`config.mk`:
```
export PLATFORM = sky130hd
export DESIGN_NAME = writeback_stage
export DESIGN_NICKNAME = d
export VERILOG_FILES = /design/src/rtl/mips_pkg.sv /design/src/rtl/load_extend.sv /design/src/rtl/writeback_stage.sv
export SDC_FILE = /design/constraint.sdc
export NUM_CORES = 1
export LEC_CHECK = 0
export ABC_AREA = 1
export CORE_MARGIN = 8
export CORE_UTILIZATION = 46
export CTS_CLUSTER_SIZE = 24
export DETAILED_ROUTE_END_ITERATION = 7
export GPL_TIMING_DRIVEN = 1
export PLACE_DENSITY = 0.8
export SLEW_MARGIN = 15
export SYNTH_ARGS = -nofsm -noshare
export SYNTH_HDL_FRONTEND = slang
export SYNTH_SLANG_ARGS = --single-unit
```
`constraint.sdc`:
```
create_clock -name clk -period 2.08 [get_ports clk]
set_clock_uncertainty 0.05 [all_clocks]
set_input_delay 0.312 -clock clk [delete_from_list [all_inputs] [get_ports clk]]
set_output_delay 0.312 -clock clk [all_outputs]
set_load 0.1 [all_outputs]
```
`src/rtl/mips_pkg.sv`:
```
// Shared pipeline constants: opcodes, load-type encodings and the WB stage register layout.
package mips_pkg;

  typedef enum logic [5:0] {
    OP_RTYPE = 6'h00,
    OP_BEQ   = 6'h04,
    OP_ADDI  = 6'h08,
    OP_LB    = 6'h20,
    OP_LH    = 6'h21,
    OP_LW    = 6'h23,
    OP_LBU   = 6'h24,
    OP_LHU   = 6'h25,
    OP_SW    = 6'h2B
  } opcode_e;

  // Encodings 101-111 are not named and fall back to word behaviour.
  typedef enum logic [2:0] {
    LT_LW  = 3'b000,
    LT_LH  = 3'b001,
    LT_LHU = 3'b010,
    LT_LB  = 3'b011,
    LT_LBU = 3'b100
  } load_type_e;

  typedef struct packed {
    logic        valid;
    logic        regWrite;
    logic        memToReg;
    logic [2:0]  loadType;
    logic [1:0]  addrLow;
    logic [4:0]  destReg;
    logic [31:0] aluResult;
    logic [31:0] memData;
  } wb_stage_t;

endpackage

```
`src/rtl/load_extend.sv`:
```
// Big-endian byte/halfword extraction and sign/zero extension of a loaded word.
module load_extend
  import mips_pkg::*;
(
  input  logic [2:0]  loadType,
  input  logic [1:0]  addrLow,
  input  logic [31:0] word,
  output logic [31:0] data,
  output logic        misaligned
);

  logic [7:0]  byteSel;
  logic [15:0] halfSel;

  // Offset 0 is the most significant byte/halfword of the word.
  always_comb begin
    byteSel = word[31:24];
    case (addrLow)
      2'd0: byteSel = word[31:24];
      2'd1: byteSel = word[23:16];
      2'd2: byteSel = word[15:8];
      2'd3: byteSel = word[7:0];
      default: byteSel = word[31:24];
    endcase
    halfSel = addrLow[1] ? word[15:0] : word[31:16];
  end

  always_comb begin
    data       = word;
    misaligned = (addrLow != 2'b00);
    case (load_type_e'(loadType))
      LT_LH: begin
        data       = {{16{halfSel[15]}}, halfSel};
        misaligned = addrLow[0];
      end
      LT_LHU: begin
        data       = {16'h0000, halfSel};
        misaligned = addrLow[0];
      end
      LT_LB: begin
        data       = {{24{byteSel[7]}}, byteSel};
        misaligned = 1'b0;
      end
      LT_LBU: begin
        data       = {24'h000000, byteSel};
        misaligned = 1'b0;
      end
      default: begin
        data       = word;
        misaligned = (addrLow != 2'b00);
      end
    endcase
  end

endmodule

```
`src/rtl/writeback_stage.sv`:
```
// Writeback stage: registers the MEM-stage result, forms the register-file write and
// forwarding ports, and tracks sticky alignment errors and retired instructions.
module writeback_stage
  import mips_pkg::*;
(
  input  logic        clk,
  input  logic        reset,
  input  logic        valid_in,
  input  logic        flush_in,
  input  logic        regWrite_in,
  input  logic        memToReg_in,
  input  logic [2:0]  loadType_in,
  input  logic [1:0]  addrLow_in,
  input  logic [4:0]  destReg_in,
  input  logic [31:0] aluResult_in,
  input  logic [31:0] memData_in,
  input  logic        clrErr_in,
  output logic        enable_out,
  output logic [4:0]  writeReg_out,
  output logic [31:0] writeData_out,
  output logic        fwdValid_out,
  output logic [4:0]  fwdReg_out,
  output logic [31:0] fwdData_out,
  output logic        alignErr_out,
  output logic [31:0] retired_out
);

  wb_stage_t   stage_q, stage_d;
  logic        alignErr_q, alignErr_d;
  logic [31:0] retired_q, retired_d;

  logic [31:0] loadData;
  logic        loadMisaligned;
  logic        misaligned;
  logic        enable;
  logic [31:0] writeData;

  always_comb begin
    stage_d           = '0;
    stage_d.valid     = valid_in & ~flush_in;
    stage_d.regWrite  = regWrite_in;
    stage_d.memToReg  = memToReg_in;
    stage_d.loadType  = loadType_in;
    stage_d.addrLow   = addrLow_in;
    stage_d.destReg   = destReg_in;
    stage_d.aluResult = aluResult_in;
    stage_d.memData   = memData_in;
  end

  load_extend u_load_extend (
    .loadType   (stage_q.loadType),
    .addrLow    (stage_q.addrLow),
    .word       (stage_q.memData),
    .data       (loadData),
    .misaligned (loadMisaligned)
  );

  // Alignment only matters when the result actually comes from memory.
  always_comb begin
    misaligned = stage_q.memToReg & loadMisaligned;
    writeData  = stage_q.memToReg ? loadData : stage_q.aluResult;
    enable     = stage_q.valid & stage_q.regWrite & (stage_q.destReg != 5'd0) & ~misaligned;
  end

  always_comb begin
    alignErr_d = alignErr_q;
    if (clrErr_in) begin
      alignErr_d = 1'b0;
    end
    if (stage_q.valid && misaligned) begin
      alignErr_d = 1'b1;
    end
    retired_d = retired_q;
    if (stage_q.valid && !misaligned) begin
      retired_d = retired_q + 32'd1;
    end
  end

  always_ff @(posedge clk or negedge reset) begin
    if (!reset) begin
      stage_q    <= '0;
      alignErr_q <= 1'b0;
      retired_q  <= 32'd0;
    end else begin
      stage_q    <= stage_d;
      alignErr_q <= alignErr_d;
      retired_q  <= retired_d;
    end
  end

  // A cleared stage register yields all-zero write/forward ports during reset.
  assign enable_out    = enable;
  assign writeReg_out  = stage_q.destReg;
  assign writeData_out = writeData;
  assign fwdValid_out  = enable;
  assign fwdReg_out    = stage_q.destReg;
  assign fwdData_out   = writeData;
  assign alignErr_out  = alignErr_q;
  assign retired_out   = retired_q;

endmodule

```
Word level (Yosys, flattened, before mapping)
Cells that the tools add are included.
{"block": "classes", "n_mux": 7, "eq_ne": 7, "n_reduce_logical": 9, "bitwise": 7, "addsub": 1}
{"cell": "one-hot mux 32 bit (4 select lines)", "n": 1}
{"cell": "adder 32 x 1 -> 32 bit, second input constant", "n": 1}
{"cell": "2-to-1 mux 32 bit", "n": 1}
{"cell": "one-hot mux 8 bit (4 select lines)", "n": 1}
{"cell": "2-to-1 mux 16 bit", "n": 1}
{"cell": "equality test 3 x 2 -> 1 bit, second input constant", "n": 2}
{"cell": "AND 1 bit", "n": 5}
{"cell": "nonzero test 5 bit", "n": 1}
{"cell": "equality test 2 bit, second input constant", "n": 2}
{"cell": "nonzero test 2 bit", "n": 2}
{"cell": "OR reduction 2 bit", "n": 2}
{"cell": "equality test 3 x 1 -> 1 bit, second input constant", "n": 1}
{"cell": "equality test 3 bit, second input constant", "n": 1}
{"cell": "equality test 2 x 1 -> 1 bit, second input constant", "n": 1}
{"cell": "logical AND 1 bit", "n": 2}
{"cell": "zero test 2 bit", "n": 1}
{"cell": "2-to-1 mux 1 bit", "n": 2}
{"cell": "NOT 1 bit", "n": 2}
{"cell": "one-hot mux 1 bit (2 select lines)", "n": 1}
{"cell": "zero test 1 bit", "n": 1}
{"block": "word_totals", "reg_bits": 110, "out_inout_bits": 109, "inputBits": 81, "word_cells": 41}

Logic depth before layout (Yosys ltp)
Gate-level depths: netlist of run 1.
{"block": "depth", "depth_word": 6, "mapped_depth": 11, "depth_no_buf": 10}

Cells and area by module
Synthesis of run 1 repeated with hierarchy kept, for this count alone.
{"block": "hier_totals", "cells_unflattened": 611, "area_unflattened_um2": 5480.3}
{"module": "writeback_stage", "instances": 1, "seq_area_each_um2": 2752.6, "area_each_um2": 4584.4, "cells_per_inst": 407}
{"module": "load_extend", "instances": 1, "seq_area_each_um2": 0.0, "area_each_um2": 895.9, "cells_per_inst": 204}

Least setup slack after synthesis of run 1
Ideal clock, no wire load.
{"block": "synth_path", "path_type": "reg-to-output", "start": "reg stage_q[69] in the netlist's numbering", "end": "out writeData_out[21]", "arrival_ns": 3.009, "n_path_buf": 3, "t_required_ns": 1.718, "stages_incl_launch_ff": 11, "setup_slack_ns": -1.291, "cell_sequence": "dfrtp_1 > buf_2 > nor2_1 > nand2_1 > nand3_1 > nand2_2 > nand2_2 > buf_4 > nor2_1 > nor2_1 > buf_4"}
{"block": "synth_between", "elab_chain_cells": 4, "elab_cells_between_ends": 7, "classes_between": "eq/ne: 3; mux: 3; reduce/logical: 1"}
{"item": "start, declared", "line": "writeback_stage.sv:28", "source": "wb_stage_t stage_q, stage_d;"}
{"item": "start signal, assigned", "line": "writeback_stage.sv:85", "source": "stage_q <= stage_d;"}
{"item": "equality test 2 bit, or another cell as far along", "line": "load_extend.sv:18", "source": "case (addrLow)"}
{"item": "one-hot mux 8 bit (4 select lines) *", "line": "load_extend.sv:18"}
{"item": "one-hot mux 32 bit (4 select lines) *", "line": "load_extend.sv:31", "source": "case (load_type_e'(loadType))"}
{"item": "2-to-1 mux 32 bit *", "line": "writeback_stage.sv:61", "source": "writeData = stage_q.memToReg ? loadData : stage_q.aluResult;"}
{"item": "end, declared", "line": "writeback_stage.sv:20", "source": "output logic [31:0] writeData_out,"}
Mark *: on every way between the ends. The rest lies on a longest branch, timed or not.

Final worst setup path of run 1
{"block": "layout_path", "start": "reg stage_q[72] in the netlist's numbering", "end": "out writeData_out[0]"}
{"block": "layout_between", "elab_chain_cells": 3, "elab_cells_between_ends": 6, "classes_between": "eq/ne: 4; mux: 2"}
{"item": "equality test 3 bit, or another cell as far along", "line": "load_extend.sv:31"}
{"item": "one-hot mux 32 bit (4 select lines) *", "line": "load_extend.sv:31"}
{"item": "2-to-1 mux 32 bit *", "line": "writeback_stage.sv:61"}
Marks and branches as above.

==> flow_summary.ini, run 1 <==
[synthesis]
synth_area_per_cell_um2 = 7.32
post_synth_num_cell_types = 27
ys_top_cells_by_area = dfrtp_1, nand2_1, nor2_1
yosysTopAreaCell = dfrtp_1
synth_area_um2 = 5690
muxShareOfSynthArea_pct = 0
yosysSeqAreaShare_pct = 48.4
synthCells = 777
syn_nets = 859
ys_seq_elements = 110
synth-compound-area-share_pct = 3.52
synth_top_family_by_area = simple AND/OR/NAND/NOR gates
synthXorXnorAreaFrac_pct = 0.770
synthSimpleGateAreaFrac_pct = 34.4
yosys.area_share.adder_pct = 0.220
synth_top_cell_area_share_pct = 48.4
ys_warn_count = 0

[die]
io_pins = 190
fp.dieH_um = 127
die_area_um2 = 16200
row_count = 40
start_util_pct = 47.1
die_x_um = 127
core_area_um2 = 12100

[clock_network]
clk_path_buf_depth = 2
clock-root-buffer = clkbuf_16
insertion_delay_ns = 0.35
clkTransAtPathRegs_ns = 0.07
clock-sinks = 110
cts_made_buffers = 9
cts_max_level = 3
cts_tree = yes

[critical_path]
cp_slowest_cell = dfrtp_2
cp_data_required_time_ns = 1.72
crit_buf_inv = 4
crit_type = flip-flop to output pin
crit_start = stage_q[72]
worstPathArrival_ns = 2.06
endpoint_kind = output pin
worstReg2RegStart = stage_q[73]
worstPathMaxFanout = 8
crit_family = simple AND/OR/NAND/NOR gates
crit_chain = nor2_1 -> nand2_1 -> nand2_4 -> nor2_4 -> buf_12 -> clkbuf_16 -> nand2_2 -> nand3_2 -> nand2_2 -> clkinvlp_4 -> buf_12
r2r_slack_ns = 0.18
max_stage_delay_ns = 0.45
cp-start-kind = flip-flop

[routing]
drtAntennaViolNets = 0
via_per_inst = 5.19
drtIter0Drc = 414
wl_per_cell_um = 18.1
vias = 5780
drcViolationCount = 0
first_pass_iters = 5
routed_wl_um = 20100

[global_routing]
grt_max_degree = 43
grt_overflow = 0
antenna_found_initial = 0
grt_pass1_vias = 5625
grt_pass1_wl_um = 29300
grt.total_usage_pct = 22.7

[placement]
port_buffers = 189
hpwlAfterDp_um = 12900
gp_congestion = 0.896

[sta]
final-hold-violation-count = 0
final.min_clock_period_ns = 2.42
fin_ws_ns = -0.344
slew_headroom_pct = 63.3
fin_crit_sh_pct = 117
setup_tns_ns = -19.22
fmax_mhz = 413
rsz0062_at_grt = yes
final_max_slew_viol_count = 0
finalSetupViolCount = 66
tightest_slew_ns = 0.550

[min_path]
hp-class = primary input to flip-flop
worstHoldStart = loadType_in[0]

[cells_and_area]
nFillCells = 763
drive_above_1_share_pct = 31.6
final_nets = 1023
antenna_cells = 0
syn2layout_area_growth_pct = 64.0

[status]
status = finished, violations left
violations = setup timing

[power_and_ir_drop]
p_leak_nw = 4.29
peakVddDrop_mv = 0.989
powerDensity_nw_per_um2 = 759
total_power_mw = 7.07

[job]
maxCapViolCount = 0
-- synth_stat cells --
cell        n
nand2_1   281
nor2_1    131
dfrtp_1   110
inv_1      71
nand3_1    54
buf_4      47
o21ai_0    28
buf_2       7
or2_2       7
clkbuf_1    6
o211ai_1    6
xor2_1      5
nand2_2     3
buf_6       2
inv_2       2
nand2_4     2
nand3b_1    2
nor2_2      2
nor3_1      2
o21ai_1     2
a21oi_1     1
buf_1       1
clkbuf_2    1
clkinv_1    1
ha_1        1
nand4_1     1
nor2_4      1
-- stage by stage --
step	setup slack, ns	area [um^2]	hold WS (ns)	std cells	util [%]
CTS	-0.235	9000	0.349	1111	74.7
global placement	0.0997	8360	0.266	1082	69.3
global route	-0.501	9320	0.334	1114	77.3
floorplan	-0.237	6370	-0.0336	777	-
detailed placement	0.0696	8360	0.265	1082	69.3
finish	-0.344	9320	0.341	1114	77.3
-- kinds of logic after synthesis --
logic type,Yosys count
fa+ha+maj,1
simple gates,486
buf+inv,138
compound gates,37
flops,110
xor+xnor,5
-- metal layers --
layer	GRT usage, %	part of all wire, %	vias up
li1	-	-	2665
met5	0	0	-
met3	4.03	6.9	52
met2	41.1	53	293
met1	26.4	38	2770
met4	7.56	2.4	0
-- flip-flops by register name, summed over array words and instances (netlist names) --
signal and flops:
stage_q 72, retired_out 32, fwdReg_out 5, alignErr_out 1
-- layout make-up --
class	count	area [um^2]	area share [%]
repair buffers	215	2840	30.4
multi-input cells	531	2940	31.6
flip-flops and latches	110	2760	29.6
clock inverters	3	21.3	0.228
inverters	74	312	3.34
well taps	168	210	2.26
clock buffers	13	240	2.58
-- placed cells by master (no fill, tap or decap), types with 2 or more instances in the layout --
cell / n
buf_12: 73
buf_4: 54
buf_6: 3
clkbuf_1: 4
clkbuf_16: 12
clkdlybuf4s50_1: 79
clkinvlp_4: 8
dfrtp_1: 104
dfrtp_2: 6
inv_1: 62
inv_2: 3
nand2_1: 231
nand2_2: 35
nand2_4: 12
nand2_8: 10
nand3_1: 37
nand3_2: 14
nand3_4: 3
nand3b_1: 2
nor2_1: 92
nor2_2: 12
nor2_4: 30
nor3_1: 2
o211ai_1: 6
o21ai_0: 15
o21ai_1: 3
o21ai_2: 11
or2_2: 7
xor2_1: 5
-- power by group --
part | total [mW] | switching, mW | internal, mW
combinational | 3.10 | 2.09 | 1.01
sequential | 2.38 | 0.116 | 2.26
clock | 1.60 | 0.779 | 0.816
-- what timing repair did --
item / CTS / global route
setup buffers: 7 / 2
pin swaps: 27 / 42
gates cloned: 5 / 3
endpoints found under the setup margin: 66 / 66
resized for setup: 62 / 68
endpoints found under the hold margin: 36 / 0
hold buffers: 1 / 0
-- final timing paths --
kind	end	depth (start not counted)
hold reg to reg	retired_out[31]	2
setup / recovery	writeData_out[0]	11
max in group asynchronous	stage_q[72]	3
min in group asynchronous	stage_q[49]	2
setup reg to reg	retired_out[24]	11
hold / removal	stage_q[71]	1
Power figures use the tool's default switching activity.
==> run 2: changes to the inputs <==
--- a/config.mk
+++ b/config.mk
@@ -6,7 +6,7 @@
 export NUM_CORES = 1
 export LEC_CHECK = 0
 export ABC_AREA = 1
-export CORE_MARGIN = 8
+export CORE_MARGIN = 5
 export CORE_UTILIZATION = 46
 export CTS_CLUSTER_SIZE = 24
 export DETAILED_ROUTE_END_ITERATION = 7
==> run 2 against run 1 <==
Critical endpoint is now writeData_out[13]. Count of clock-buffer cells in the layout stayed put. Global-route usage is 1.7 points higher. Register-to-register slack better by 0.03 ns. Sequential share of layout area is 0.58 points higher. Hold slack worse by 0.016 ns. Sequential cell count stayed put. The run still ends with setup timing left. First-iteration DRC count is 56% higher. Fmax is 1.3% higher. Highest routed layer is now met5.
==> flow_summary.ini, run 2 (same netlist as run 1, synthesis figures left out) <==
[power_and_ir_drop]
p_leak_nw = 4.24
peakVddDrop_mv = 1.07
powerDensity_nw_per_um2 = 813
total_power_mw = 7.43

[cells_and_area]
regMostFlops = stage_q
final_nets = 1027
largest_reg_flops = 72
nFillCells = 755
multi_input_area_um2 = 2740
final_core_util_pct = 75.8
antenna_cells = 0
final_cell_mix = nand2_1, dfrtp_1, nor2_1
mostFrequentLayoutCell = nand2_1
regArea_um2 = 2760
drive_above_1_share_pct = 28.9
syn2layout_area_growth_pct = 60.7

[critical_path]
crit_buf_inv = 2
worstPathArrival_ns = 2.03
cp-start-kind = flip-flop
crit_top_cell = nor2_4
crit_family = simple AND/OR/NAND/NOR gates
cp_slowest_cell = dfrtp_1
max_stage_delay_ns = 0.44
cp_data_required_time_ns = 1.72
reg2reg_depth = 11
crit_type = flip-flop to output pin
crit_chain = nor2_2 -> nand2_1 -> nand2_4 -> nor2_4 -> buf_12 -> nand2_1 -> nand2_2 -> nor2_4 -> nor2_4 -> buf_12
path_depth = 10
endpoint_kind = output pin
crit_start = stage_q[72]
worstReg2RegStart = stage_q[71]
worstPathMaxFanout = 17

[placement]
pre_cts_ws_ns = 0.00921
gp_congestion = 0.988
port_buffers = 189
hpwlAfterDp_um = 12700

[clock_network]
clkTransAtPathRegs_ns = 0.07
clock-root-buffer = clkbuf_16
clk_path_buf_depth = 2
cts_max_level = 3
insertion_delay_ns = 0.35
cts_made_buffers = 9
clock-sinks = 110
cts_tree = yes

[sta]
finalSetupViolCount = 66
hold_ws_ns = 0.325
final_max_slew_viol_count = 0
rsz0062_at_grt = yes
final-hold-violation-count = 0
final.min_clock_period_ns = 2.39
fin_ws_ns = -0.313
fmax_mhz = 418
tightest_slew_ns = 0.416
slew_headroom_pct = 72.3
fin_crit_sh_pct = 115

[routing]
vias = 5762
drtIter0Drc = 646
via_per_inst = 5.15
drcViolationCount = 0
first_pass_iters = 5
wl_per_cell_um = 17.0
drtAntennaViolNets = 0
routed_wl_um = 19000

[die]
core_area_um2 = 12100
row_count = 40
start_util_pct = 47.1
die_x_um = 121
io_pins = 190
die_area_um2 = 14700
fp.dieH_um = 121

[status]
violations = setup timing
status = finished, violations left

[global_routing]
grt_overflow = 0
antenna_found_initial = 1
grt.total_usage_pct = 24.4
grt_pass1_wl_um = 28100
grt_max_degree = 50
grt_pass1_vias = 5584

[job]
maxCapViolCount = 0

[min_path]
hp-class = primary input to async pin
[run 2: worst reg2reg max path: stages, from the launching register on]
cell and delay [ns]:
dfrtp_1 0.44, nor2_1 0.13, nand2_1 0.09, nand2_4 0.11, buf_6 0.14, nor2_4 0.04
nand2_2 0.11, nand2_4 0.08, buf_4 0.15, buf_4 0.19, o21ai_0 0.17, nand2_1 0.07
[run 2: through the flow]
step                      cell area, um^2  cells  setup TNS [ns]
after global routing                 9140   1118          -21.93
after CTS                            8980   1111          -14.42
final                                9140   1118          -17.28
after global placement               8370   1087               0
after detailed placement             8370   1087               0
after floorplan                      6370    777           -5.58
[run 2: final timing paths]
path / slack, ns / to
worst max-delay path: -0.31 / writeData_out[13]
worst min-delay path: 0.33 / stage_q[49]
worst max register to register: 0.21 / retired_out[4]
worst min register to register: 0.48 / retired_out[31]
max in group asynchronous: 1.09 / retired_out[1]
min in group clk: 0.34 / stage_q[74]
[run 2: what timing repair did]
item | 4_1_cts | 5_1_grt
resized for setup | 48 | 30
endpoints found under the setup margin | 66 | 66
cloned | 2 | 3
hold buffers | 1 | 0
buffers inserted | 5 | 5
endpoints found under the hold margin | 15 | 0
pin swaps | 27 | 12
[run 2: layout make-up]
cell class / count / area share, %
clock buffer: 13 / 2.96
clock inverter: 3 / 0.986
inverter: 74 / 3.40
multi-input combinational: 531 / 30.0
sequential: 110 / 30.2
tap: 168 / 2.30
timing repair buffer: 219 / 30.2
[run 2: report_power, final]
part / internal, mW / switching, mW / total (mW)
combinational: 0.957 / 2.04 / 3.00
clock: 1.28 / 0.782 / 2.06
sequential: 2.26 / 0.110 / 2.37
total: 4.50 / 2.94 / 7.43
[run 2: routing by layer]
metal  vias to the layer above  track usage (%)  routed length (um)
li1                       2671                -                   -
met1                      2670             28.7                6970
met2                       339             43.7                9640
met3                        80             4.10                1570
met4                         2             10.4                 792
met5                         -                0                  13
